## config.mk

```make
export PLATFORM = sky130hd
export DESIGN_NAME = pulse_train_gen_flat
export DESIGN_NICKNAME = d
export VERILOG_FILES = /design/src/rtl/pulse_train_gen_pkg.sv /design/src/rtl/pulse_train_gen_if.sv /design/src/rtl/pulse_train_gen_phase_down_counter.sv /design/src/rtl/pulse_train_gen.sv /design/src/flat_wrapper.sv
export SDC_FILE = /design/constraint.sdc
export NUM_CORES = 1
export LEC_CHECK = 0
export CAP_MARGIN = 20
export CORE_ASPECT_RATIO = 1.2
export CORE_MARGIN = 2
export CORE_UTILIZATION = 60
export DETAILED_ROUTE_END_ITERATION = 7
export HOLD_SLACK_MARGIN = 0.08
export PLACE_DENSITY = 0.85
export REMOVE_ABC_BUFFERS = 1
export SYNTH_ARGS = -nofsm -noshare
export SYNTH_HDL_FRONTEND = slang
export SYNTH_HIERARCHICAL = 1
export SYNTH_SLANG_ARGS = --single-unit
```

## constraint.sdc

```tcl
create_clock -name clk -period 6.1 [get_ports clk]
set_clock_uncertainty 0.1 [all_clocks]
set_input_delay 1.525 -clock clk [delete_from_list [all_inputs] [get_ports clk]]
set_output_delay 1.525 -clock clk [all_outputs]
set_load 0.01 [all_outputs]
```

## src/rtl/pulse_train_gen_pkg.sv

```systemverilog
// Shared types and helpers for the pulse train generator.
// Holds the FSM encoding, default counter width and config zero-substitution.
package pulse_gen_pkg;

   localparam int unsigned CntWDefault = 16;

   typedef enum logic [1:0] {
      StIdle = 2'b00,
      StHigh = 2'b01,
      StLow  = 2'b10
   } state_e;

   // A zero-length phase would be meaningless, so it is treated as one cycle.
   function automatic logic [31:0] zero_to_one(input logic [31:0] v);
      return (v == 32'd0) ? 32'd1 : v;
   endfunction

endpackage

```

## src/rtl/pulse_train_gen_if.sv

```systemverilog
// Control/status bundle between a pulse train requester and the generator.
// The requester owns start/abort/config; the generator owns the status outputs.
interface pulse_train_gen_if
   import pulse_gen_pkg::*;
#(
   parameter int unsigned CNT_W = CntWDefault
) ();

   logic             start;
   logic             abort;
   logic [CNT_W-1:0] high_cycles;
   logic [CNT_W-1:0] low_cycles;
   logic [CNT_W-1:0] pulse_count;
   logic             pulse_out;
   logic             busy;
   logic             done;
   logic [CNT_W-1:0] pulses_sent;

   modport master (
      output start, abort, high_cycles, low_cycles, pulse_count,
      input  pulse_out, busy, done, pulses_sent
   );

   modport slave (
      input  start, abort, high_cycles, low_cycles, pulse_count,
      output pulse_out, busy, done, pulses_sent
   );

endinterface

```

## src/rtl/pulse_train_gen_phase_down_counter.sv

```systemverilog
// Loadable down-counter that stops at zero and flags terminal count.
// Load takes priority over enable.
module phase_down_counter
   import pulse_gen_pkg::*;
#(
   parameter int unsigned CNT_W = CntWDefault
) (
   input  logic             clk,
   input  logic             rst_n,
   input  logic             load_i,
   input  logic [CNT_W-1:0] load_val_i,
   input  logic             en_i,
   output logic             tc_o
);

   logic [CNT_W-1:0] count_q, count_d;

   always_comb begin
      count_d = count_q;
      if (load_i) begin
         count_d = load_val_i;
      end else if (en_i && (count_q != '0)) begin
         count_d = count_q - CNT_W'(1);
      end
   end

   always_ff @(posedge clk or negedge rst_n) begin
      if (!rst_n) begin
         count_q <= '0;
      end else begin
         count_q <= count_d;
      end
   end

   assign tc_o = (count_q == '0);

endmodule

```

## src/rtl/pulse_train_gen.sv

```systemverilog
// Programmable pulse train generator: a start strobe yields N pulses of H high
// cycles separated by L low cycles, all outputs driven straight from flops.
module pulse_train_gen
   import pulse_gen_pkg::*;
#(
   parameter int unsigned CNT_W = CntWDefault
) (
   input  logic             clk,
   input  logic             rst_n,
   pulse_train_gen_if.slave bus
);

   state_e           state_q, state_d;
   logic             pulse_out_q, pulse_out_d;
   logic             busy_q, busy_d;
   logic             done_q, done_d;
   logic [CNT_W-1:0] sent_q, sent_d;
   logic [CNT_W-1:0] high_q, high_d;
   logic [CNT_W-1:0] low_q, low_d;

   logic [CNT_W-1:0] high_in, low_in;
   logic             ph_load, ph_en, ph_tc;
   logic [CNT_W-1:0] ph_load_val;
   logic             rem_load, rem_en, rem_tc;
   logic [CNT_W-1:0] rem_load_val;

   assign high_in = CNT_W'(zero_to_one(32'(bus.high_cycles)));
   assign low_in  = CNT_W'(zero_to_one(32'(bus.low_cycles)));

   always_comb begin
      state_d      = state_q;
      pulse_out_d  = pulse_out_q;
      busy_d       = busy_q;
      done_d       = 1'b0;
      sent_d       = sent_q;
      high_d       = high_q;
      low_d        = low_q;
      ph_load      = 1'b0;
      ph_en        = 1'b0;
      ph_load_val  = '0;
      rem_load     = 1'b0;
      rem_en       = 1'b0;
      rem_load_val = '0;

      if (bus.abort) begin
         // pulses_sent is kept so software can see how far the train got.
         state_d     = StIdle;
         pulse_out_d = 1'b0;
         busy_d      = 1'b0;
      end else begin
         case (state_q)
            StIdle: begin
               if (bus.start) begin
                  high_d = high_in;
                  low_d  = low_in;
                  sent_d = '0;
                  if (bus.pulse_count == '0) begin
                     done_d = 1'b1;
                  end else begin
                     state_d      = StHigh;
                     pulse_out_d  = 1'b1;
                     busy_d       = 1'b1;
                     sent_d       = CNT_W'(1);
                     ph_load      = 1'b1;
                     ph_load_val  = high_in - CNT_W'(1);
                     rem_load     = 1'b1;
                     rem_load_val = bus.pulse_count - CNT_W'(1);
                  end
               end
            end
            StHigh: begin
               if (ph_tc) begin
                  pulse_out_d = 1'b0;
                  if (rem_tc) begin
                     // Last pulse: no trailing low phase.
                     state_d = StIdle;
                     busy_d  = 1'b0;
                     done_d  = 1'b1;
                  end else begin
                     state_d     = StLow;
                     ph_load     = 1'b1;
                     ph_load_val = low_q - CNT_W'(1);
                     rem_en      = 1'b1;
                  end
               end else begin
                  ph_en = 1'b1;
               end
            end
            StLow: begin
               if (ph_tc) begin
                  state_d     = StHigh;
                  pulse_out_d = 1'b1;
                  sent_d      = sent_q + CNT_W'(1);
                  ph_load     = 1'b1;
                  ph_load_val = high_q - CNT_W'(1);
               end else begin
                  ph_en = 1'b1;
               end
            end
            default: begin
               state_d     = StIdle;
               pulse_out_d = 1'b0;
               busy_d      = 1'b0;
            end
         endcase
      end
   end

   always_ff @(posedge clk or negedge rst_n) begin
      if (!rst_n) begin
         state_q     <= StIdle;
         pulse_out_q <= 1'b0;
         busy_q      <= 1'b0;
         done_q      <= 1'b0;
         sent_q      <= '0;
         high_q      <= '0;
         low_q       <= '0;
      end else begin
         state_q     <= state_d;
         pulse_out_q <= pulse_out_d;
         busy_q      <= busy_d;
         done_q      <= done_d;
         sent_q      <= sent_d;
         high_q      <= high_d;
         low_q       <= low_d;
      end
   end

   phase_down_counter #(
      .CNT_W (CNT_W)
   ) u_phase_cnt (
      .clk        (clk),
      .rst_n      (rst_n),
      .load_i     (ph_load),
      .load_val_i (ph_load_val),
      .en_i       (ph_en),
      .tc_o       (ph_tc)
   );

   phase_down_counter #(
      .CNT_W (CNT_W)
   ) u_remain_cnt (
      .clk        (clk),
      .rst_n      (rst_n),
      .load_i     (rem_load),
      .load_val_i (rem_load_val),
      .en_i       (rem_en),
      .tc_o       (rem_tc)
   );

   assign bus.pulse_out   = pulse_out_q;
   assign bus.busy        = busy_q;
   assign bus.done        = done_q;
   assign bus.pulses_sent = sent_q;

endmodule

```

## src/flat_wrapper.sv

```systemverilog
// flat-port wrapper written by rule: the top's interface ports become plain ports
module pulse_train_gen_flat import pulse_gen_pkg::*;
#(
   parameter int unsigned CNT_W = CntWDefault
)
  (clk, rst_n, bus_start, bus_abort, bus_high_cycles, bus_low_cycles, bus_pulse_count, bus_pulse_out, bus_busy, bus_done, bus_pulses_sent);
  pulse_train_gen_if #(.CNT_W(CNT_W)) bus_i ();
  input  logic clk;
  input  logic rst_n;
  input wire logic [$bits(bus_i.start)-1:0] bus_start;
  input wire logic [$bits(bus_i.abort)-1:0] bus_abort;
  input wire logic [$bits(bus_i.high_cycles)-1:0] bus_high_cycles;
  input wire logic [$bits(bus_i.low_cycles)-1:0] bus_low_cycles;
  input wire logic [$bits(bus_i.pulse_count)-1:0] bus_pulse_count;
  output wire logic [$bits(bus_i.pulse_out)-1:0] bus_pulse_out;
  output wire logic [$bits(bus_i.busy)-1:0] bus_busy;
  output wire logic [$bits(bus_i.done)-1:0] bus_done;
  output wire logic [$bits(bus_i.pulses_sent)-1:0] bus_pulses_sent;
  assign bus_i.start = bus_start;
  assign bus_i.abort = bus_abort;
  assign bus_i.high_cycles = bus_high_cycles;
  assign bus_i.low_cycles = bus_low_cycles;
  assign bus_i.pulse_count = bus_pulse_count;
  assign bus_pulse_out = bus_i.pulse_out;
  assign bus_busy = bus_i.busy;
  assign bus_done = bus_i.done;
  assign bus_pulses_sent = bus_i.pulses_sent;
  pulse_train_gen #(.CNT_W(CNT_W)) u_core (.clk(clk), .rst_n(rst_n), .bus(bus_i));
endmodule
```

==> flow_summary.toml, run 1 <==
[clocking]
cts.clk_slew.worst_paths_ns = 0.07
cts-root-buf = "clkbuf_16"
cts.sinks = 84
post_cts_resized = 0
tritoncts = "done"
cts_buffer_depth = 2
post-cts-setup-buffers = 0
worstSkewPairLatency_ns = 0.34
cts_buffers = 9
postCtsHoldBufs = 0
ctsHtreeMaxLevel = 3

[floorplanning]
die_h_um = 114
fp.coreArea_um2 = 9860
num_rows = 40
ioPinCount = 71
die_area_um2 = 10800
start_util_pct = 61.0
die_width_um = 95.4

[detailed_routing]
first_pass_iters = 8
drt_iter0_drc = 469
wl_um = 16000
vias = 5792
drt-vias-per-instance = 6.56
postRouteAntennaNets = 0
drc_errors = 0
avgRoutedWirePerCell_um = 18.1

[timing]
rsz0062_at_grt = "false"
fin_crit_ns = 4.51
slew_headroom_pct = 35.4
report.final.slew_viol_count = 0
setup-violations-final = 0
timing_hold_violations_final = 0
period_share_pct = 73.9
tightestPinTransition_ns = 0.965
fmax_mhz = 222
timing.setup.tns_ns = 0

[worst_setup_path]
cp.arrival_ns = 4.67
cp_max_fo = 18
critical_path_class = "input pin to flop"
slowest_delay_ns = 0.52
cpMostUsedCell = "inv_1"
cp_slowest_cell = "or4b_4"
endpoint_kind = "flop"
critPathLaunchType = "input pin"
required_ns = 6.26
worstPathCellList = "clkdlybuf4s50_1 > inv_1 > ha_1 > or4b_4 > nor4_1 > or2_2 > inv_1 > inv_1 > nor2_1 > a31oi_1"

[yosys]
synthXorXnorAreaFrac_pct = 7.87
ys_warn_count = 6
async_flop_share_pct = 100
synth_compound_gate_area_share_pct = 14.9
synth_top_family_by_area = "simple AND/OR/NAND/NOR gates"
yosysTopAreaCell = "dfrtp_1"
synth_fa_ha_area_share_pct = 2.29
synth_seq_area_share_pct = 35.0
ys_top_cells_by_area = "dfrtp_1, mux2_2, nor2_1, xnor2_1, nand2_1"
ys_ff_latch = 84
syn_inst = 702
netlist_area_um2 = 6010
netlist-cell-type-count = 57
synthMuxAreaShare_pct = 6.66
synth_simple_gate_area_share_pct = 29.3
synth-edff-count = 0
ys.flop_type = "dfrtp_1"
yosysTopAreaCellShare_pct = 35.0
avgSynthCellArea_um2 = 8.56

[finish]
finalNonFillerCells = 883
fillCellCount = 769
area_delta_synth_final_pct = 17.5
n_antenna_cell = 0
drive_above_1_share_pct = 9.25
finalNetCount = 815

[flow_run]
maxCapViolCount = 0

[placed_design]
portBuffers = 70
placed_cells = 865
dp_hpwl_um = 11500
gp_congestion = 0.956

[pwr]
p_per_area_nw_per_um2 = 364
p_leak_nw = 2.65
power_mw = 2.57
vdd_drop_max_v = 0.000254

[min_path]
hold_class = "flop to flop"

[grt]
antenna_found_initial = 0
grt_use_total_pct = 30.0
grt_pass1_vias = 5440
grt_overflow = 0
grt_start_max_net_pins = 85
grt_pass1_wl_um = 26000

[status]
status = "finished, final reports clean"
==> worst max-delay path: cells and delay by family <==
family,cells,cell delay (ns)
AOI/OAI and AO/OA,1,0.16
adders and majority gates,1,0.20
buffers and inverters,4,1.27
and+or+nand+nor,4,1.49
==> where the power goes <==
part | internal [mW] | switching (mW)
combinational | 0.436 | 0.514
sequential | 0.763 | 0.296
clock | 0.330 | 0.228
total | 1.53 | 1.04
==> sequential cells by signal, summed over array words and instances, names as in the netlist <==
| name | flops |
|---|---|
| u_core/u_remain_cnt/count_q | 16 |
| u_core/high_q | 16 |
| u_core/u_phase_cnt/count_q | 16 |
| u_core/bus.done | 1 |
| u_core/low_q | 16 |
| u_core/state_q | 2 |
| u_core/bus.busy | 1 |
| u_core/bus.pulses_sent | 16 |
==> cells in the mapped netlist (all sizes together), types with 14 or more instances <==
cell type and instances:
nor3 25, nor4 34, a21oi 36, nor2 87, or4 26, o21ai 35, clkbuf 27, nand3 15
inv 25, mux2 32, xnor2 33, nand2 57, xor2 21, a31oi 16, dfrtp 84, or3 14
==> metrics by stage <==
| step | util [%] | hold slack, ns | setup slack (ns) | instance area [µm²] |
|---|---|---|---|---|
| after floorplan | - | 0.385 | 2.05 | 5860 |
| after global placement | 68.2 | 0.412 | 1.42 | 6720 |
| after detailed placement | 68.2 | 0.434 | 1.27 | 6720 |
| after CTS | 71.3 | 0.447 | 1.64 | 7030 |
| after global routing | 71.6 | 0.476 | 1.33 | 7060 |
| final | 71.6 | 0.451 | 1.59 | 7060 |
==> cell families (layout without fill, tap and decap cells) <==
logic type	after synthesis	count (layout)
and+or+nand+nor	321	321
AOI/OAI and AO/OA	137	137
DFF	84	84
buffers and inverters	59	114
xor gates and xnor gates	54	54
muxes	36	36
adders and majority gates	11	11
==> layout by cell type (no fill, tap or decap), types with 7 or more instances in the layout <==
cell type        instances
xor2_1                  21
o41ai_1                  8
dfrtp_1                 84
nor4_1                  31
clkbuf_16                9
o31ai_1                 10
or4_1                   25
nand4_1                 12
inv_1                   25
o21ai_0                 23
clkdlybuf4s50_1         69
a22oi_1                 11
or3_1                   14
o21ai_1                 12
mux2_2                  30
and2_1                   7
ha_1                    11
a31oi_1                 16
xnor2_1                 33
nand2_1                 57
nor3_1                  23
nor2_1                  86
a21oi_1                 36
nand3_1                 15
==> worst paths after layout <==
kind	from	endpoint	slack (ns)	cells past startpoint
setup / recovery	bus_pulse_count[0]	u_core/u_remain_cnt/count_q[8]	1.59	10
hold / removal	u_core/high_q[1]	u_core/high_q[1]	0.45	2
setup reg to reg	u_core/u_phase_cnt/count_q[0]	u_core/u_remain_cnt/count_q[11]	2.02	11
hold reg to reg	u_core/high_q[1]	u_core/high_q[1]	0.45	2
max in group asynchronous	rst_n	u_core/u_phase_cnt/count_q[13]	4.36	2
min in group asynchronous	rst_n	u_core/low_q[10]	0.93	1
==> layer usage <==
metal,vias up,wire (µm),part of all wire (%),global-route usage (%)
li1,2695,-,-,-
met1,2759,6740,42,41.1
met2,290,7720,48,48.3
met3,48,1140,7.2,4.82
met4,0,349,2.2,10.6
met5,-,0,0,0
==> layout make-up <==
class / count / area [µm²] / area share, %
Clock buffer: 11 / 243 / 3.44
Clock inverter: 5 / 60.1 / 0.851
Inverter: 25 / 93.8 / 1.33
Multi-Input combinational cell: 559 / 3660 / 51.9
Sequential cell: 84 / 2100 / 29.8
Tap cell: 126 / 158 / 2.23
Timing Repair Buffer: 73 / 738 / 10.5
Note: power is estimated with default switching activity, not from simulation.
==> run 2: changes to the inputs <==
- CORE_UTILIZATION: 60 -> 57
- PLACE_DENSITY: 0.85 -> 0.81
- clock period: 6.1 -> 4.2 ns (I/O delays scaled with it)
==> flow_summary.toml, run 2 (synthesis results as in run 1) <==
[worst_setup_path]
path_delay_family = "simple AND/OR/NAND/NOR gates"
critPathLaunchType = "input pin"
r2r_cells = 11
reg2reg_from = "u_core/u_phase_cnt/count_q[0]"
endpoint_kind = "flop"
critPathCapture = "u_core/u_phase_cnt/count_q[10]"
cp_slowest_cell = "nor3b_1"
worstSetupStartpoint = "bus_high_cycles[14]"
r2r_slack_ns = 0.52
slowest_delay_ns = 0.71
worstPathCellList = "clkdlybuf4s50_1 > or4_1 > nor4_4 > a21oi_1 > ha_1 > nor3b_1 > nand3_1 > xnor2_1 > a22oi_1 > a21oi_1 > a2bb2oi_1"
crit_buf_inv = 1
crit_cells = 11
critical_path_class = "input pin to flop"
cpMostUsedCell = "a21oi_1"
cp_max_fo = 6
r2r-end = "u_core/u_remain_cnt/count_q[11]"
cp.arrival_ns = 3.92
required_ns = 4.36

[pwr]
p_clk_share_pct = 21.6
swShare_pct = 40.3
power_mw = 3.75
p_per_area_nw_per_um2 = 517
comb_power_share_pct = 37.7
p_int_mw = 2.23
vdd_drop_max_v = 0.000313
netSwitchingPower_mw = 1.51
p_leak_nw = 2.77
seqPwrFrac_pct = 40.7

[clocking]
post_cts_resized = 0
postCtsHoldBufs = 0
cts.sinks = 84
cts.clk_slew.worst_paths_ns = 0.06
cts_buffer_depth = 2
tritoncts = "done"
ctsHtreeMaxLevel = 3
cts-root-buf = "clkbuf_16"
post-cts-setup-buffers = 0
worstSkewPairLatency_ns = 0.34
cts_buffers = 9

[placed_design]
portBuffers = 70
placed_cells = 892
dpl_cell_area_um2 = 6920
gp_congestion = 0.927
dp_hpwl_um = 11900
dp_slack_ns = 0.149

[floorplanning]
die_width_um = 97.7
num_rows = 41
ioPinCount = 71
fp.coreArea_um2 = 10400
die_h_um = 116
die_area_um2 = 11400
start_util_pct = 57.7

[timing]
fin_hold_ws_ns = 0.450
setup-violations-final = 0
report.final.slew_viol_count = 0
tightestPinTransition_ns = 0.865
rsz0062_at_grt = "false"
fin_ws_ns = 0.444
timing.setup.tns_ns = 0
slew_headroom_pct = 41.5
timing_hold_violations_final = 0
fin_crit_ns = 3.76
fmax_mhz = 266
period_share_pct = 89.4

[finish]
fin_area_um2 = 7250
drive_above_1_share_pct = 11.9
area_delta_synth_final_pct = 20.6
fillCellCount = 848
regArea_um2 = 2100
multi_input_area_um2 = 3660
final_common_cell = "nor2_1"
finalNonFillerCells = 909
most-common-layout-cells = "nor2_1, dfrtp_1, clkdlybuf4s50_1"
final_util_pct = 69.6
finalNetCount = 838
n_antenna_cell = 0

[detailed_routing]
first_pass_iters = 5
avgRoutedWirePerCell_um = 17.7
drt_iter0_drc = 459
wl_um = 16100
vias = 5762
postRouteAntennaNets = 0
drt-vias-per-instance = 6.34
drc_errors = 0

[grt]
grt_pass1_vias = 5573
grt_overflow = 0
grt_pass1_wl_um = 26400
grt_start_max_net_pins = 85
grt_use_total_pct = 28.4
antenna_found_initial = 0

[flow_run]
maxCapViolCount = 0

[min_path]
hold_class = "flop to flop"

[status]
status = "finished, final reports clean"
## run 2: changes by cell type in the layout (fill, tap and decap cells not counted), sizes merged
cell | before | now
buf | 3 | 27
clkbuf | 12 | 10
inv | 26 | 27
## run 2: worst min path at each step
stage | start | to | slack (ns) | cells after the start
floorplan | u_core/high_q[1] | u_core/high_q[1] | 0.39 | 2
global placement | u_core/high_q[1] | u_core/high_q[1] | 0.42 | 2
detailed placement | u_core/high_q[0] | u_core/high_q[0] | 0.43 | 2
CTS | u_core/high_q[1] | u_core/high_q[1] | 0.44 | 2
global route | rst_n | u_core/low_q[13] | 0.47 | 1
finish | u_core/high_q[0] | u_core/high_q[0] | 0.45 | 2
## run 2: per-layer routing
layer  wire [µm]  up-vias  track usage (%)
met5           0        -                0
met4         285        0             10.1
met3         914       27             4.13
met2        7840      216             48.1
met1        7030     2771             37.5
li1            -     2748                -
## run 2: power by group through the flow
stage | Combinational [mW] | Clock, mW | Sequential [mW]
final | 1.41 | 0.810 | 1.52
after global placement | 1.33 | 0 | 1.50
after detailed placement | 1.38 | 0 | 1.52
after floorplan | 0.996 | 0 | 1.42
after global routing | 1.56 | 0.856 | 1.58
after CTS | 1.39 | 0.819 | 1.51
## run 2: worst min-delay path: stages, from the launching register on
cell	delay, ns
dfrtp_1	0.39
nand2_1	0.06
o21ai_0	0.06
## run 2: area by class of cell
| cell class | instances | area share [%] |
|---|---|---|
| clock buffers | 10 | 3.16 |
| inverters | 25 | 1.29 |
| flip-flops and latches | 84 | 29.0 |
| multi-input cells | 559 | 50.6 |
| repair buffers | 96 | 12.8 |
| well taps | 129 | 2.23 |
| clock inverters | 6 | 1.00 |
==> edit (flow settings as in run 2) <==
`CntWDefault`: 16 -> 8.
--- a/src/rtl/pulse_train_gen_pkg.sv
+++ b/src/rtl/pulse_train_gen_pkg.sv
@@ -3,5 +3,5 @@
 package pulse_gen_pkg;
 
-   localparam int unsigned CntWDefault = 16;
+   localparam int unsigned CntWDefault = 8;
 
    typedef enum logic [1:0] {
Interface: changed (resized bus_high_cycles, bus_low_cycles, bus_pulse_count and bus_pulses_sent); port bits go from 71 to 39. No check against the original RTL was run, so the function may have changed too.
==> edit against run 2 <==
- hold slack lost 24 ps
- worst setup slack gained 400 ps
- clock power is 60% lower
- largest cell class unchanged
- highest routed layer unchanged
- routed wire length down 55%
- largest power group is now combinational cells
- area after synthesis down 48%
- cell area fell by 49%
- final cell count decreased by 49%
- power decreased by 43%
- sequential cell count is 40 lower
- critical endpoint is now u_core/u_phase_cnt/count_q[7]$_DFFE_PN0P_
- non-clock buffer count is 50 lower
- utilization is 0.23 points higher
- sequential share of layout area increased by 0.76 points
- critical path depth is 1 higher
==> edit: results (changes against run 2) <==
All-Layer GR Usage 25.4% (was 28.4%); setup bufs post-CTS 0 (unchanged); Slowest-stage cell, CP clkdlybuf4s50_1 (was nor3b_1); drt first pass iters 8 (was 5); worst-path maximum fanout 14 (was 6); Port-buffer cells 38 (was 70); initial antenna violation count 0 (unchanged); synth top area cells dfrtp_1 35%, ha_1 5.2%, mux2_2 4.7% (was dfrtp_1 35%, mux2_2 5.6%, nor2_1 5.4%); most common cell in the netlist dfrtp_1 (was nor2_1); Cell variety after synth 54 (was 57); dpl hpwl 5330 µm (was 11900 µm); largest net degree at the start of global routing 45 (was 85); share of cells above drive strength 1 9.75% (was 11.9%); clk_lat worst skew 290 ps (was 340 ps); yosys warns 6 (unchanged); vias 2929 (was 5762); DRT iter0 DRCs 199 (was 459); status finished clean (unchanged); clk slew on worst S/H paths 80 ps (was 60 ps); critical path arrival 3430 ps (was 3920 ps); gpl congestion 0.903 (was 0.927); H-tree lvl count 2 (was 3); Post-synth ARST share 100% (unchanged); Num CTS Buffers 5 (was 9); Root Driver clkbuf_8 (was clkbuf_16); DP Area 0.00357 mm² (was 0.00692 mm²); Commonest cells post-synth 44 x dfrtp_1, 32 x nor2_1, 25 x a21oi_1 (was 86 x nor2_1, 84 x dfrtp_1, 57 x nand2_1); routed len/inst 15.7 µm (was 17.7 µm); leakage 1.48 nW (was 2.77 nW); Place WS 562 ps (was 149 ps); register area share after synthesis 35.3% (was 35.0%); HP Class reg -> reg (unchanged); Filler cells 419 (was 848); Antenna Cells 0 (unchanged); vias in the first global route 2797 (was 5573); min-delay src u_core/high_q[7]$_DFFE_PN0P_ (was u_core/high_q[0]$_DFFE_PN0P_); Net count, final 440 (was 838); worst vdd ir 0.310 mV (was 0.313 mV); first-pass GRT wire length 12600 µm (was 26400 µm); Setup crit start bus_pulse_count[0] (was bus_high_cycles[14]); Worst-Margin Slew 656 ps (was 865 ps); max incr delay on CP 520 ps (was 710 ps); Max Root-Sink Buffers 2 (unchanged)
==> edit: cell types whose count changed after synthesis, sizes merged, moves of 16 or more <==
cell    change
nand2      -40
clkbuf     -18
o21ai      -16
xnor2      -27
mux2       -19
nor2       -55
dfrtp      -40
nor4       -25
==> edit: cells by family after synthesis <==
kind of cell	after synthesis	synth area share (%)
AND/OR/NAND/NOR	143	25.6
XOR/XNOR	12	3.37
adder cells (fa/ha/maj)	13	5.21
multiplexers	14	5.01
AO/OA/AOI/OAI	97	20.9
buffers and inverters	36	4.65
flip-flops	44	35.3
==> edit: worst max-delay path, delay by kind of cell <==
| family | cells | cell delay (ps) |
|---|---|---|
| buffers and inverters | 5 | 1180 |
| AOI/OAI and AO/OA | 3 | 670 |
| and+or+nand+nor | 3 | 320 |
| adders and majority gates | 1 | 210 |
==> edit: report_power, final <==
part / internal (W) / total, W / switching [W] / leakage, nW
combinational: 0.000460 / 0.00100 / 0.000541 / 0.871
sequential: 0.000595 / 0.000798 / 0.000203 / 0.556
clock: 0.000176 / 0.000326 / 0.000150 / 0.0541
total: 0.00123 / 0.00212 / 0.000893 / 1.48
==> edit: worst paths after layout <==
path	endpoint	slack (ps)	cells after the start
max reg2reg	u_core/u_phase_cnt/count_q[7]$_DFFE_PN0P_	910	12
min	u_core/high_q[7]$_DFFE_PN0P_	430	1
min reg2reg	u_core/high_q[7]$_DFFE_PN0P_	430	1
max in group asynchronous	u_core/high_q[0]$_DFFE_PN0P_	2970	2
min in group asynchronous	u_core/u_phase_cnt/count_q[2]$_DFFE_PN0P_	550	1
max	u_core/u_phase_cnt/count_q[7]$_DFFE_PN0P_	850	12
==> edit: per-stage QoR <==
step / cells / utilization [%]
2_1_floorplan: 346 / -
3_3_place_gp: 453 / 67.4
3_5_place_dp: 453 / 67.4
4_1_cts: 461 / 69.5
5_1_grt: 462 / 69.8
6_report: 462 / 69.8
==> edit: layout make-up <==
cell class / count / area, µm² / share of cell area, %
clock buffers: 5 / 68.8 / 1.86
clock inverters: 3 / 42.5 / 1.15
inverters: 23 / 86.3 / 2.33
multi-input cells: 279 / 1880 / 50.7
flip-flops and latches: 44 / 1100 / 29.8
well taps: 62 / 77.6 / 2.10
repair buffers: 46 / 448 / 12.1
==> edit: metal layers <==
layer / up-vias / GRT usage, % / routed length [µm]
met5: - / 0 / 0
met4: 0 / 7.38 / 123
met3: 16 / 4.04 / 374
met2: 101 / 43.3 / 3660
met1: 1378 / 33.2 / 3100
li1: 1434 / - / -
